<file path="src/rtl/mc_main_controller.sv">
// rtl/mc_main_controller.sv - multi-cycle MIPS main control FSM (Moore) with PC load qualification
// Optional jal support is compiled in when MC_JAL_EN is defined.
module mc_main_controller #(
  parameter int OPC_W = 6
) (
  input  logic             clk,
  input  logic             rst,
  input  logic [OPC_W-1:0] opcode,
  input  logic             zero,
  output logic             pc_ld,
  output logic             pc_write,
  output logic             pc_write_cond,
  output logic             i_or_d,
  output logic             mem_read,
  output logic             mem_write,
  output logic             ir_write,
  output logic [1:0]       reg_dst,
  output logic [1:0]       mem_to_reg,
  output logic             reg_write,
  output logic             alu_src_a,
  output logic [1:0]       alu_src_b,
  output logic [1:0]       pc_src,
  output logic [1:0]       alu_op,
  output logic             illegal_op,
  output logic [3:0]       state
);

  localparam logic [OPC_W-1:0] OP_RTYPE = OPC_W'(6'b000000);
  localparam logic [OPC_W-1:0] OP_LW    = OPC_W'(6'b100011);
  localparam logic [OPC_W-1:0] OP_SW    = OPC_W'(6'b101011);
  localparam logic [OPC_W-1:0] OP_BEQ   = OPC_W'(6'b000100);
  localparam logic [OPC_W-1:0] OP_J     = OPC_W'(6'b000010);
  localparam logic [OPC_W-1:0] OP_ADDI  = OPC_W'(6'b001000);
  localparam logic [OPC_W-1:0] OP_SLTI  = OPC_W'(6'b001010);
`ifdef MC_JAL_EN
  localparam logic [OPC_W-1:0] OP_JAL   = OPC_W'(6'b000011);
`endif

  typedef enum logic [3:0] {
    S_FETCH     = 4'd0,
    S_DECODE    = 4'd1,
    S_MEM_ADDR  = 4'd2,
    S_LW_READ   = 4'd3,
    S_LW_WB     = 4'd4,
    S_SW_WRITE  = 4'd5,
    S_R_EXEC    = 4'd6,
    S_R_WB      = 4'd7,
    S_BEQ       = 4'd8,
    S_JUMP      = 4'd9,
    S_ADDI_EXEC = 4'd10,
    S_SLTI_EXEC = 4'd11,
`ifdef MC_JAL_EN
    S_I_WB      = 4'd12,
    S_JAL       = 4'd13
`else
    S_I_WB      = 4'd12
`endif
  } state_t;

  state_t state_q;
  state_t state_d;

  always_ff @(posedge clk or posedge rst) begin
    if (rst) state_q <= S_FETCH;
    else     state_q <= state_d;
  end

  // Outputs are held at 0 for as long as reset is asserted, so an aborted
  // store or write-back cannot leak a strobe while the state register clears.
  always_comb begin
    state_d       = S_FETCH;
    pc_write      = 1'b0;
    pc_write_cond = 1'b0;
    i_or_d        = 1'b0;
    mem_read      = 1'b0;
    mem_write     = 1'b0;
    ir_write      = 1'b0;
    reg_dst       = 2'b00;
    mem_to_reg    = 2'b00;
    reg_write     = 1'b0;
    alu_src_a     = 1'b0;
    alu_src_b     = 2'b00;
    pc_src        = 2'b00;
    alu_op        = 2'b00;
    illegal_op    = 1'b0;
    if (!rst) begin
      case (state_q)
        S_FETCH: begin
          mem_read  = 1'b1;
          ir_write  = 1'b1;
          pc_write  = 1'b1;
          alu_src_b = 2'b01;
          state_d   = S_DECODE;
        end
        S_DECODE: begin
          alu_src_b = 2'b11;
          case (opcode)
            OP_RTYPE:     state_d = S_R_EXEC;
            OP_LW, OP_SW: state_d = S_MEM_ADDR;
            OP_BEQ:       state_d = S_BEQ;
            OP_J:         state_d = S_JUMP;
            OP_ADDI:      state_d = S_ADDI_EXEC;
            OP_SLTI:      state_d = S_SLTI_EXEC;
`ifdef MC_JAL_EN
            OP_JAL:       state_d = S_JAL;
`endif
            default: begin
              illegal_op = 1'b1;
              state_d    = S_FETCH;
            end
          endcase
        end
        S_MEM_ADDR: begin
          alu_src_a = 1'b1;
          alu_src_b = 2'b10;
          state_d   = (opcode == OP_LW) ? S_LW_READ : S_SW_WRITE;
        end
        S_LW_READ: begin
          mem_read = 1'b1;
          i_or_d   = 1'b1;
          state_d  = S_LW_WB;
        end
        S_LW_WB: begin
          reg_write  = 1'b1;
          mem_to_reg = 2'b01;
        end
        S_SW_WRITE: begin
          mem_write = 1'b1;
          i_or_d    = 1'b1;
        end
        S_R_EXEC: begin
          alu_src_a = 1'b1;
          alu_op    = 2'b10;
          state_d   = S_R_WB;
        end
        S_R_WB: begin
          reg_write = 1'b1;
          reg_dst   = 2'b01;
        end
        S_BEQ: begin
          alu_src_a     = 1'b1;
          alu_op        = 2'b01;
          pc_src        = 2'b01;
          pc_write_cond = 1'b1;
        end
        S_JUMP: begin
          pc_src   = 2'b10;
          pc_write = 1'b1;
        end
        S_ADDI_EXEC: begin
          alu_src_a = 1'b1;
          alu_src_b = 2'b10;
          state_d   = S_I_WB;
        end
        S_SLTI_EXEC: begin
          alu_src_a = 1'b1;
          alu_src_b = 2'b10;
          alu_op    = 2'b11;
          state_d   = S_I_WB;
        end
        S_I_WB: begin
          reg_write = 1'b1;
        end
`ifdef MC_JAL_EN
        S_JAL: begin
          reg_write  = 1'b1;
          reg_dst    = 2'b10;
          mem_to_reg = 2'b10;
          pc_src     = 2'b10;
          pc_write   = 1'b1;
        end
`endif
        default: state_d = S_FETCH;
      endcase
    end
  end

  assign pc_ld = pc_write | (pc_write_cond & zero);
  assign state = state_q;

endmodule

</file>
<file path="config.mk">
export PLATFORM = sky130hd
export DESIGN_NAME = mc_main_controller
export DESIGN_NICKNAME = d
export VERILOG_FILES = /design/src/rtl/mc_main_controller.sv
export SDC_FILE = /design/constraint.sdc
export NUM_CORES = 1
export LEC_CHECK = 0
export ABC_CLOCK_PERIOD_IN_PS = 3050
export CELL_PAD_IN_SITES_DETAIL_PLACEMENT = 1
export CELL_PAD_IN_SITES_GLOBAL_PLACEMENT = 1
export CORE_MARGIN = 10
export CORE_UTILIZATION = 27
export CTS_BUF_LIST = sky130_fd_sc_hd__clkbuf_4
export CTS_CLUSTER_SIZE = 25
export DETAILED_ROUTE_END_ITERATION = 8
export PLACE_DENSITY_LB_ADDON = 0.15
export SLEW_MARGIN = 10
export SYNTH_ARGS = -nofsm -noshare
export SYNTH_HDL_FRONTEND = slang
export SYNTH_SLANG_ARGS = --single-unit
</file>
<file path="constraint.sdc">
create_clock -name clk -period 3.05 [get_ports clk]
set_clock_uncertainty 0.2 [all_clocks]
set_input_delay 0.305 -clock clk [delete_from_list [all_inputs] [get_ports clk]]
set_output_delay 0.305 -clock clk [all_outputs]
set_load 0.02 [all_outputs]
</file>
==> results.yml, run 1 <==
floorplanning:
  die_area_um2: 4370
  core_um2: 2000
  start_util: 0.287
  die_h_um: 66.1
  die_width_um: 66.1
  rows: 16
  io_pins: 33
place:
  gp_congestion: 0.854
  dpl.cell_count: 135
  dpl.hpwl_um: 1730
  port-buffer-count: 30
timing:
  max_clock_freq_ghz: 0.368
  worst_pin_slew_ns: 0.650
  drv_slew: 0
  setup_viol: 0
  hold_violations: 0
  whs_ns: 0.324
  min_period_over_period: 0.891
  rsz0062_at_grt: "no"
  relSlewSlack: 0.566
  setup_tns_ns: 0
  min_period_ns: 2.72
cts:
  cts_tree: "done"
  cts.repair.resized: 0
  htree_levels: 1
  holdBufCountCts: 0
  clk_latency_ns: 0.23
  cts_sinks: 4
  cts.clk_slew.worst_paths_ns: 0.04
  clockRootBuffer: "clkbuf_4"
  cts_buffers: 3
  cts_buffer_depth: 2
  post_cts_buffers: 0
power_and_ir_drop:
  irDropWorstVdd_uv: 183
  power_mw: 0.207
  power.density_nw_per_um2: 230
  p_leak_nw: 0.343
logic_synthesis:
  netlist_area_um2: 574
  ys_seq_elements: 4
  netlist_instances: 83
  synth_edf_count: 0
  synth_ff_type: "dfrtp_1"
  synth_cell_types: 29
  yosysSeqAreaShare: 0.174
  async_flop_share: 1.00
  avgSynthCellArea_um2: 6.92
  yosys_warnings: 0
grt:
  first_global_vias: 700
  grt_util_all_layers: 0.0965
  grt_max_degree: 21
  overflow: 0
  antenna_found_initial: 0
  grt_pass1_wl_um: 3440
finish:
  final_nets: 122
  final_core_util: 0.450
  multi_input_area_um2: 414
  syn_to_final_growth_pct: 56.9
  final_layout_size_suffix_gt1_frac: 0.0811
  antenna_cells: 0
  seq_area_um2: 100
  final.fill_count: 272
  largest_register_ffs: 4
  fin_cells: 138
worst_setup_path:
  setup.worst_path.start_class: "primary input"
  cp-end-kind: "output port"
  slowest_stage: "clkdlybuf4s50_1"
  path_common_cell: "clkdlybuf4s50_1"
  critPathMaxFanout: 6
  timing_worst_setup_path_type: "primary input to output port"
  crit_family: "buffers and inverters"
  crit_arrival_ns: 2.21
  slowest_delay_ns: 0.60
  critical_path.cell_chain: "clkdlybuf4s50_1 > or3_1 > a311oi_2 > o31a_1 > clkdlybuf4s50_1"
  critPathBufInv: 2
  crit_required_ns: 2.54
job:
  max_cap_violations: 0
drt:
  ant_nets: 0
  drtIter0Drc: 14
  vias_per_cell: 5.00
  wl_per_cell_um: 15.5
  wl_um: 2140
  firstDrtPassIters: 3
  via_count: 690
  drc_errors: 0
worst_hold_path:
  min_path_type: "primary input to async pin"
status:
  status: "complete, no violations"
==> cells in the final DEF (no fill, tap or decap), types with 4 or more instances in the layout <==
| master | Yosys | layout |
|---|---|---|
| dfrtp_1 | 4 | 4 |
| a21oi_1 | 6 | 6 |
| nand2b_1 | 4 | 4 |
| nor2_1 | 9 | 9 |
| and3_1 | 4 | 4 |
| clkdlybuf4s50_1 | 0 | 30 |
| nor3_1 | 7 | 7 |
| nand2_1 | 4 | 4 |
| nor2b_1 | 5 | 5 |
==> tightest hold or removal path, cell delays in order <==
cell and delay, ns:
clkdlybuf4s50_1 0.43, buf_4 0.19, inv_1 0.20
==> final timing paths <==
| kind | startpoint | endpoint | slack, ns | cells after the start |
|---|---|---|---|---|
| worst max-delay path | opcode[1] | illegal_op | 0.33 | 5 |
| min in group clk | state[2] | state[1] | 0.54 | 2 |
| worst min-delay path | rst | state[0] | 0.32 | 3 |
| max in group asynchronous | rst | state[3] | 2.13 | 3 |
| worst min register to register | state[2] | state[1] | 0.54 | 2 |
| worst max register to register | state[3] | state[0] | 1.13 | 4 |
==> per-stage QoR <==
step                      setup WS, ns  cell area (µm²)
after detailed placement         0.323              878
after global placement           0.368              878
after floorplan                  0.779              578
final                            0.332              901
after global routing             0.245              901
after CTS                        0.323              901
==> power by group <==
group	internal, mW	switching [mW]	total [mW]
Clock	0.0438	0.0188	0.0626
Combinational	0.0391	0.0436	0.0826
Sequential	0.0548	0.00684	0.0617
Total	0.138	0.0692	0.207
==> layer usage <==
| layer | vias to the layer above | routed length, µm | track usage |
|---|---|---|---|
| met5 | - | 0 | 0 |
| met4 | 0 | 0 | 0.0393 |
| met3 | 0 | 123 | 0.0203 |
| met2 | 14 | 1140 | 0.176 |
| met1 | 327 | 877 | 0.104 |
| li1 | 349 | - | - |
==> cell type report <==
cell class	instances	area share
repair buffers	33	0.358
clock buffers	3	0.0250
flip-flops and latches	4	0.111
multi-input cells	69	0.460
inverters	2	0.00833
well taps	27	0.0375
==> synth_stat cells (3+ instances only) <==
| cell type | count | share of area |
|---|---|---|
| a21oi_1 | 6 | 0.052 |
| buf_4 | 5 | 0.065 |
| nor2b_1 | 5 | 0.054 |
| nor2_1 | 9 | 0.059 |
| dfrtp_1 | 4 | 0.17 |
| nand2b_1 | 4 | 0.044 |
| xor2_1 | 3 | 0.046 |
| nand4_1 | 3 | 0.033 |
| buf_2 | 3 | 0.026 |
| and3_1 | 4 | 0.044 |
| nor4_1 | 3 | 0.033 |
| o21ai_0 | 3 | 0.026 |
| nor3_1 | 7 | 0.061 |
| nand2_1 | 4 | 0.026 |
==> cell families after synthesis <==
kind of cell / after synthesis / share of synthesized area
compound gates: 17 / 0.200
xor+xnor: 4 / 0.0610
buf+inv: 11 / 0.111
flops: 4 / 0.174
other cells: 1 / 0.00653
simple gates: 46 / 0.447
Power figures use the tool's default switching activity.
==> inputs of run 2 (changes only) <==
--- a/config.mk
+++ b/config.mk
@@ -11,7 +11,6 @@
 export CORE_MARGIN = 10
 export CORE_UTILIZATION = 27
 export CTS_BUF_LIST = sky130_fd_sc_hd__clkbuf_4
-export CTS_CLUSTER_SIZE = 25
 export DETAILED_ROUTE_END_ITERATION = 8
 export PLACE_DENSITY_LB_ADDON = 0.15
 export SLEW_MARGIN = 10
==> results of run 2 <==
Same layout as run 1: the final DEF is identical, and so are final timing and power.
